===== config.mk =====
export PLATFORM = sky130hd
export DESIGN_NAME = psw_wb_stage
export DESIGN_NICKNAME = d
export VERILOG_FILES = /design/src/rtl/xm23_pkg.sv /design/src/rtl/psw_wb_stage_bcd_carry.sv /design/src/rtl/psw_wb_stage.sv
export SDC_FILE = /design/constraint.sdc
export NUM_CORES = 1
export LEC_CHECK = 0
export CAP_MARGIN = 15
export CORE_AREA = 2 2 64 66
export CTS_CLUSTER_DIAMETER = 40
export DETAILED_ROUTE_END_ITERATION = 7
export DIE_AREA = 0 0 66 68
export DONT_BUFFER_PORTS = 1
export PLACE_DENSITY = 0.83
export SYNTH_ARGS = -nofsm -noshare
export SYNTH_HDL_FRONTEND = slang
export SYNTH_SLANG_ARGS = --single-unit

===== constraint.sdc =====
create_clock -name clk -period 7.8 [get_ports clk]
set_input_delay 1.17 -clock clk [delete_from_list [all_inputs] [get_ports clk]]
set_output_delay 1.17 -clock clk [all_outputs]
set_load 0.005 [all_outputs]

===== src/rtl/xm23_pkg.sv =====
// Shared definitions for the XM23 execute/writeback datapath.
package xm23_pkg;

    // ALU operation class as seen by the flag logic; encoding 3'd7 is unused
    // and is treated like CLS_NONE by consumers.
    typedef enum logic [2:0] {
        CLS_ADD   = 3'd0,
        CLS_ADDC  = 3'd1,
        CLS_SUB   = 3'd2,
        CLS_SUBC  = 3'd3,
        CLS_DADD  = 3'd4,
        CLS_LOGIC = 3'd5,
        CLS_NONE  = 3'd6
    } alu_class_t;

    // PSW bit positions within the {V,N,Z,C} vector.
    localparam int unsigned PSW_C = 0;
    localparam int unsigned PSW_Z = 1;
    localparam int unsigned PSW_N = 2;
    localparam int unsigned PSW_V = 3;

endpackage


===== src/rtl/psw_wb_stage_bcd_carry.sv =====
// Decimal carry-out of a packed-BCD addition, byte (2 digits) or word width.
module bcd_carry #(
    parameter int W = 16
) (
    input  logic [W-1:0] a,
    input  logic [W-1:0] b,
    input  logic         cin,
    input  logic         byte_mode,
    output logic         carry
);

    localparam int unsigned NIB = W / 4;

    logic [NIB:0] c;
    logic [4:0]   digit_sum;

    // Ripple a decimal carry through each digit: a digit sum above 9 carries.
    always_comb begin
        c         = '0;
        c[0]      = cin;
        digit_sum = '0;
        for (int unsigned i = 0; i < NIB; i++) begin
            digit_sum = {1'b0, a[4*i +: 4]} + {1'b0, b[4*i +: 4]} + {4'b0, c[i]};
            c[i+1]    = (digit_sum > 5'd9);
        end
    end

    assign carry = byte_mode ? c[2] : c[NIB];

endmodule


===== src/rtl/psw_wb_stage.sv =====
// Writeback stage: registers the ALU result for register writeback and
// maintains the processor status word {V,N,Z,C}.
module psw_wb_stage
    import xm23_pkg::*;
#(
    parameter int W = 16
) (
    input  logic         clk,
    input  logic         rst,
    input  logic [W-1:0] a,
    input  logic [W-1:0] b,
    input  logic [W-1:0] alu_result,
    input  logic         enable_psw_msk,
    input  logic [2:0]   op_class,
    input  logic         byte_mode,
    input  logic [2:0]   dst,
    input  logic         wb_en,
    input  logic         in_valid,
    input  logic         stall,
    input  logic         flush,
    input  logic [3:0]   setcc,
    input  logic [3:0]   clrcc,
    output logic         carry_out,
    output logic [3:0]   psw,
    output logic         wb_valid,
    output logic         wb_we,
    output logic         wb_byte,
    output logic [2:0]   wb_dst,
    output logic [W-1:0] wb_data
);

    alu_class_t   cls;
    logic         cap;
    logic [W-1:0] mask;
    logic [W-1:0] b_eff;
    logic         cin;
    logic [W:0]   sum;
    logic         bin_carry;
    logic         dec_carry;
    logic         sign_a;
    logic         sign_b;
    logic         sign_r;
    logic         z_flag;
    logic [3:0]   alu_psw;
    logic [3:0]   psw_next;

    assign cls       = alu_class_t'(op_class);
    assign cap       = in_valid & ~stall & ~flush;
    assign carry_out = psw[PSW_C];

    // Operand conditioning and binary carry out of the active msb.
    always_comb begin
        mask      = byte_mode ? {{(W-8){1'b0}}, 8'hFF} : '1;
        b_eff     = (cls == CLS_SUB || cls == CLS_SUBC) ? ~b : b;
        case (cls)
            CLS_ADD: cin = 1'b0;
            CLS_SUB: cin = 1'b1;
            default: cin = psw[PSW_C];
        endcase
        sum       = {1'b0, a & mask} + {1'b0, b_eff & mask} + {{W{1'b0}}, cin};
        bin_carry = byte_mode ? sum[8] : sum[W];
        sign_a    = byte_mode ? a[7] : a[W-1];
        sign_b    = byte_mode ? b_eff[7] : b_eff[W-1];
        sign_r    = byte_mode ? alu_result[7] : alu_result[W-1];
        z_flag    = ((alu_result & mask) == '0);
    end

    bcd_carry #(.W(W)) u_bcd_carry (
        .a         (a),
        .b         (b),
        .cin       (psw[PSW_C]),
        .byte_mode (byte_mode),
        .carry     (dec_carry)
    );

    // ALU flag update for captured instructions, then explicit clear/set masks.
    always_comb begin
        alu_psw = psw;
        if (cap && enable_psw_msk) begin
            case (cls)
                CLS_ADD, CLS_ADDC, CLS_SUB, CLS_SUBC: begin
                    alu_psw[PSW_Z] = z_flag;
                    alu_psw[PSW_N] = sign_r;
                    alu_psw[PSW_C] = bin_carry;
                    alu_psw[PSW_V] = (sign_a == sign_b) && (sign_r != sign_a);
                end
                CLS_DADD: begin
                    alu_psw[PSW_Z] = z_flag;
                    alu_psw[PSW_N] = sign_r;
                    alu_psw[PSW_C] = dec_carry;
                end
                CLS_LOGIC: begin
                    alu_psw[PSW_Z] = z_flag;
                    alu_psw[PSW_N] = sign_r;
                end
                default: ;
            endcase
        end
        psw_next = (alu_psw & ~clrcc) | setcc;
    end

    // Stage registers: flush kills, stall holds, otherwise capture or bubble.
    always_ff @(posedge clk or posedge rst) begin
        if (rst) begin
            psw      <= '0;
            wb_valid <= 1'b0;
            wb_we    <= 1'b0;
            wb_byte  <= 1'b0;
            wb_dst   <= '0;
            wb_data  <= '0;
        end else begin
            psw <= psw_next;
            if (flush) begin
                wb_valid <= 1'b0;
                wb_we    <= 1'b0;
            end else if (!stall) begin
                if (in_valid) begin
                    wb_valid <= 1'b1;
                    wb_we    <= wb_en;
                    wb_data  <= alu_result;
                    wb_dst   <= dst;
                    wb_byte  <= byte_mode;
                end else begin
                    wb_valid <= 1'b0;
                    wb_we    <= 1'b0;
                end
            end
        end
    end

endmodule


==> impl_metrics.yaml <==
cts:
  cts_repair_resize_count: 0
  numCtsBuffers: 3
  clockBufferDepth: 2
  cts_setup_buffers: 0
  cts_sinks: 26
  root_buffer: "clkbuf_8"
  cts_max_level: 1
  clk_latency_ns: 0.26
  ctsHoldBuffers: 0
  clkTransAtPathRegs_ns: 0.09
  cts_tree: "yes"
sta:
  finalSetupViolations: 0
  worst_slew_pin_slew_ns: 1.04
  max_freq_mhz: 154
  tns_ns: 0
  fin_crit_sh_pct: 83.2
  hold_violations: 0
  maxSlewViolCount: 0
  min_period_ns: 6.49
  rsz0062_at_grt: "no"
  relSlewSlack_pct: 30.5
  fin_skew_ns: 0
route:
  wl_per_cell_um: 15.0
  first_pass_iters: 4
  viasPerCell: 5.79
  route.detailed.drc: 0
  totalWireLength_um: 4390
  vias: 1690
  ant_nets: 0
  drt_iter0_drc: 84
job:
  drv_cap: 0
critical_path:
  cp.arrival_ns: 6.65
  crit_buf_inv: 4
  crit_family: "adder cells"
  slowest_delay_ns: 0.45
  critical_path.slowest_cell: "fa_1"
  startpoint_type: "input pin"
  endpoint_kind: "register"
  cpMostUsedCell: "fa_1"
  crit_required_ns: 7.96
  critPathMaxFanout: 2
  critPathKind: "input pin to register"
floorplanning:
  dieArea_um2: 4490
  ios: 97
  start_util_pct: 61.2
  fp.dieW_um: 66
  rows: 23
  die_h_um: 68
  core_area_um2: 3860
pwr:
  clkPwrFrac_pct: 27.3
  leakage_nw: 1.12
  powerDensity_nw_per_um2: 163
  ir_worst_vdd_mv: 0.120
  seqPwrFrac_pct: 43.6
  switching_power_mw: 0.114
  p_sw_share_pct: 28.5
  combPwrFrac_pct: 29.1
  p_int_mw: 0.286
final_layout:
  antennaDiodeCount: 0
  nets: 349
  final_area_um2: 2450
  fillers: 335
  drive_above_1_share_pct: 10.7
  areaGrowthSynthToFinish_pct: 3.82
synthesis:
  yosysWarnings: 0
  synth_fa_ha_area_share_pct: 21.6
  synth_xor_xnor_area_share_pct: 9.28
  synth-seq-area-share_pct: 27.6
  synth.net_count: 353
  ys_ff_latch: 26
  synth_area_um2: 2360
  synth_top_family_by_area: "adder cells"
  syn-instance-count: 247
  synthSimpleGateAreaFrac_pct: 11.6
  yosys-mux-area-fraction_pct: 10.4
  avgSynthCellArea_um2: 9.55
  yosysUniqueCellTypes: 35
  synth-compound-area-share_pct: 14.4
grt:
  first_global_vias: 1689
  grt_pass1_wl_um: 7010
  grt.overflow.total: 0
  antenna_found_initial: 0
  grt_max_degree: 27
  grt_use_total_pct: 19.7
status:
  status: "completed"
placement:
  postPlaceCellArea_um2: 2380
  portBuffers: 0
  hpwlAfterDp_um: 3750
  gp_congestion: 0.800
hold_path:
  hp-class: "register to register"
layer usage:
metal  wire length, um  part of all wire, %  GRT usage [%]  up-vias
li1                  -                    -              -      845
met1              1810                   41           25.3      784
met2              2140                   49           34.0       61
met3               443                   10           5.76        0
met4                 0                    0           2.81        0
met5                 0                    0              0        -
power by group through the flow:
stage                     registers [mW]  logic (mW)  clock network, mW
final                              0.174       0.116              0.109
after global routing               0.178       0.134              0.116
after CTS                          0.175       0.117              0.112
after detailed placement           0.178       0.117                  0
after global placement             0.177       0.112                  0
after floorplan                    0.172       0.102                  0
kinds of logic (layout without fill, tap and decap cells):
logic type               after synthesis  count (layout)
XOR/XNOR                              25              25
AO/OA/AOI/OAI                         52              52
flip-flops                            26              26
AND/OR/NAND/NOR                       57              57
multiplexers                          22              22
buffers and inverters                 29              24
adder cells (fa/ha/maj)               36              36
worst register-to-register path: cells and delay by family, from the launching register on:
family / cells / cell delay [ns]
compound gates: 7 / 1.68
xor+xnor: 2 / 0.34
fa+ha+maj: 8 / 2.89
buf+inv: 4 / 0.31
flops: 1 / 0.46
simple gates: 4 / 0.29
cell usage after synthesis:
cell | count | area share, %
ha_1 | 28 | 15
dfrtp_1 | 26 | 28
nor2_1 | 23 | 3.7
inv_1 | 20 | 3.2
mux2_2 | 20 | 9.5
a21oi_1 | 16 | 3.4
xor2_1 | 13 | 4.8
xnor2_1 | 12 | 4.5
nand2_1 | 11 | 1.8
a21o_1 | 8 | 2.5
fa_1 | 8 | 6.8
o21ai_0 | 7 | 1.5
nand2b_1 | 6 | 1.6
nor2b_1 | 6 | 1.6
a211oi_1 | 5 | 1.6
clkbuf_1 | 5 | 0.80
o21bai_1 | 5 | 1.6
nor4_1 | 4 | 1.1
nand4_1 | 3 | 0.80
a221oi_1 | 2 | 0.74
mux2i_1 | 2 | 0.85
nand3_1 | 2 | 0.42
o21a_1 | 2 | 0.64
o221ai_1 | 2 | 0.74
a22oi_1 | 1 | 0.32
a31oi_1 | 1 | 0.27
buf_1 | 1 | 0.16
buf_2 | 1 | 0.21
buf_4 | 1 | 0.32
buf_6 | 1 | 0.48
o211ai_1 | 1 | 0.32
o22ai_1 | 1 | 0.27
o32a_2 | 1 | 0.48
or3b_1 | 1 | 0.37
or4_1 | 1 | 0.32
cell usage in the layout, fill, tap and decap left out, drive strengths merged, types with 8 or more instances in the layout:
cell type,netlist,layout
dfrtp,26,26
nor2,23,23
nand2,11,11
a21o,8,8
xor2,13,13
ha,28,28
mux2,20,20
a21oi,16,16
fa,8,8
inv,20,20
xnor2,12,12
flip-flops by register name (all words and copies together), names as in the netlist:
register  cells
wb_data      16
psw           4
wb_dst        3
wb_byte       1
wb_valid      1
wb_we         1
path summary, 6_finish.rpt:
check,start,endpoint,slack (ns),depth (start not counted)
max in group asynchronous,rst,wb_data[3],6.23,1
hold / removal,wb_data[9],wb_data[9],0.54,1
setup reg to reg,psw[0],psw[0],1.72,25
hold reg to reg,wb_data[9],wb_data[9],0.54,1
min in group asynchronous,rst,wb_data[12],0.99,1
setup / recovery,a[0],psw[0],1.31,25
stage by stage:
| step | std cells | worst slack (ns) | hold WS, ns | power (mW) | util, % |
|---|---|---|---|---|---|
| floorplan | 247 | 1.37 | 0.505 | 0.274 | - |
| global placement | 288 | 1.15 | 0.521 | 0.289 | 61.6 |
| detailed placement | 288 | 1.01 | 0.526 | 0.294 | 61.6 |
| CTS | 292 | 1.28 | 0.546 | 0.404 | 63.5 |
| global route | 292 | 0.967 | 0.568 | 0.428 | 63.5 |
| finish | 292 | 1.31 | 0.540 | 0.400 | 63.5 |
final cells by class:
class                   instances  area [um^2]  area share, %
flip-flops and latches         26          651           26.6
clock buffers                   3         41.3           1.69
well taps                      50         62.6           2.55
multi-input cells             192         1590           64.9
clock inverters                 1         30.0           1.23
inverters                      20         75.1           3.07
(Power assumes the default switching activity.)
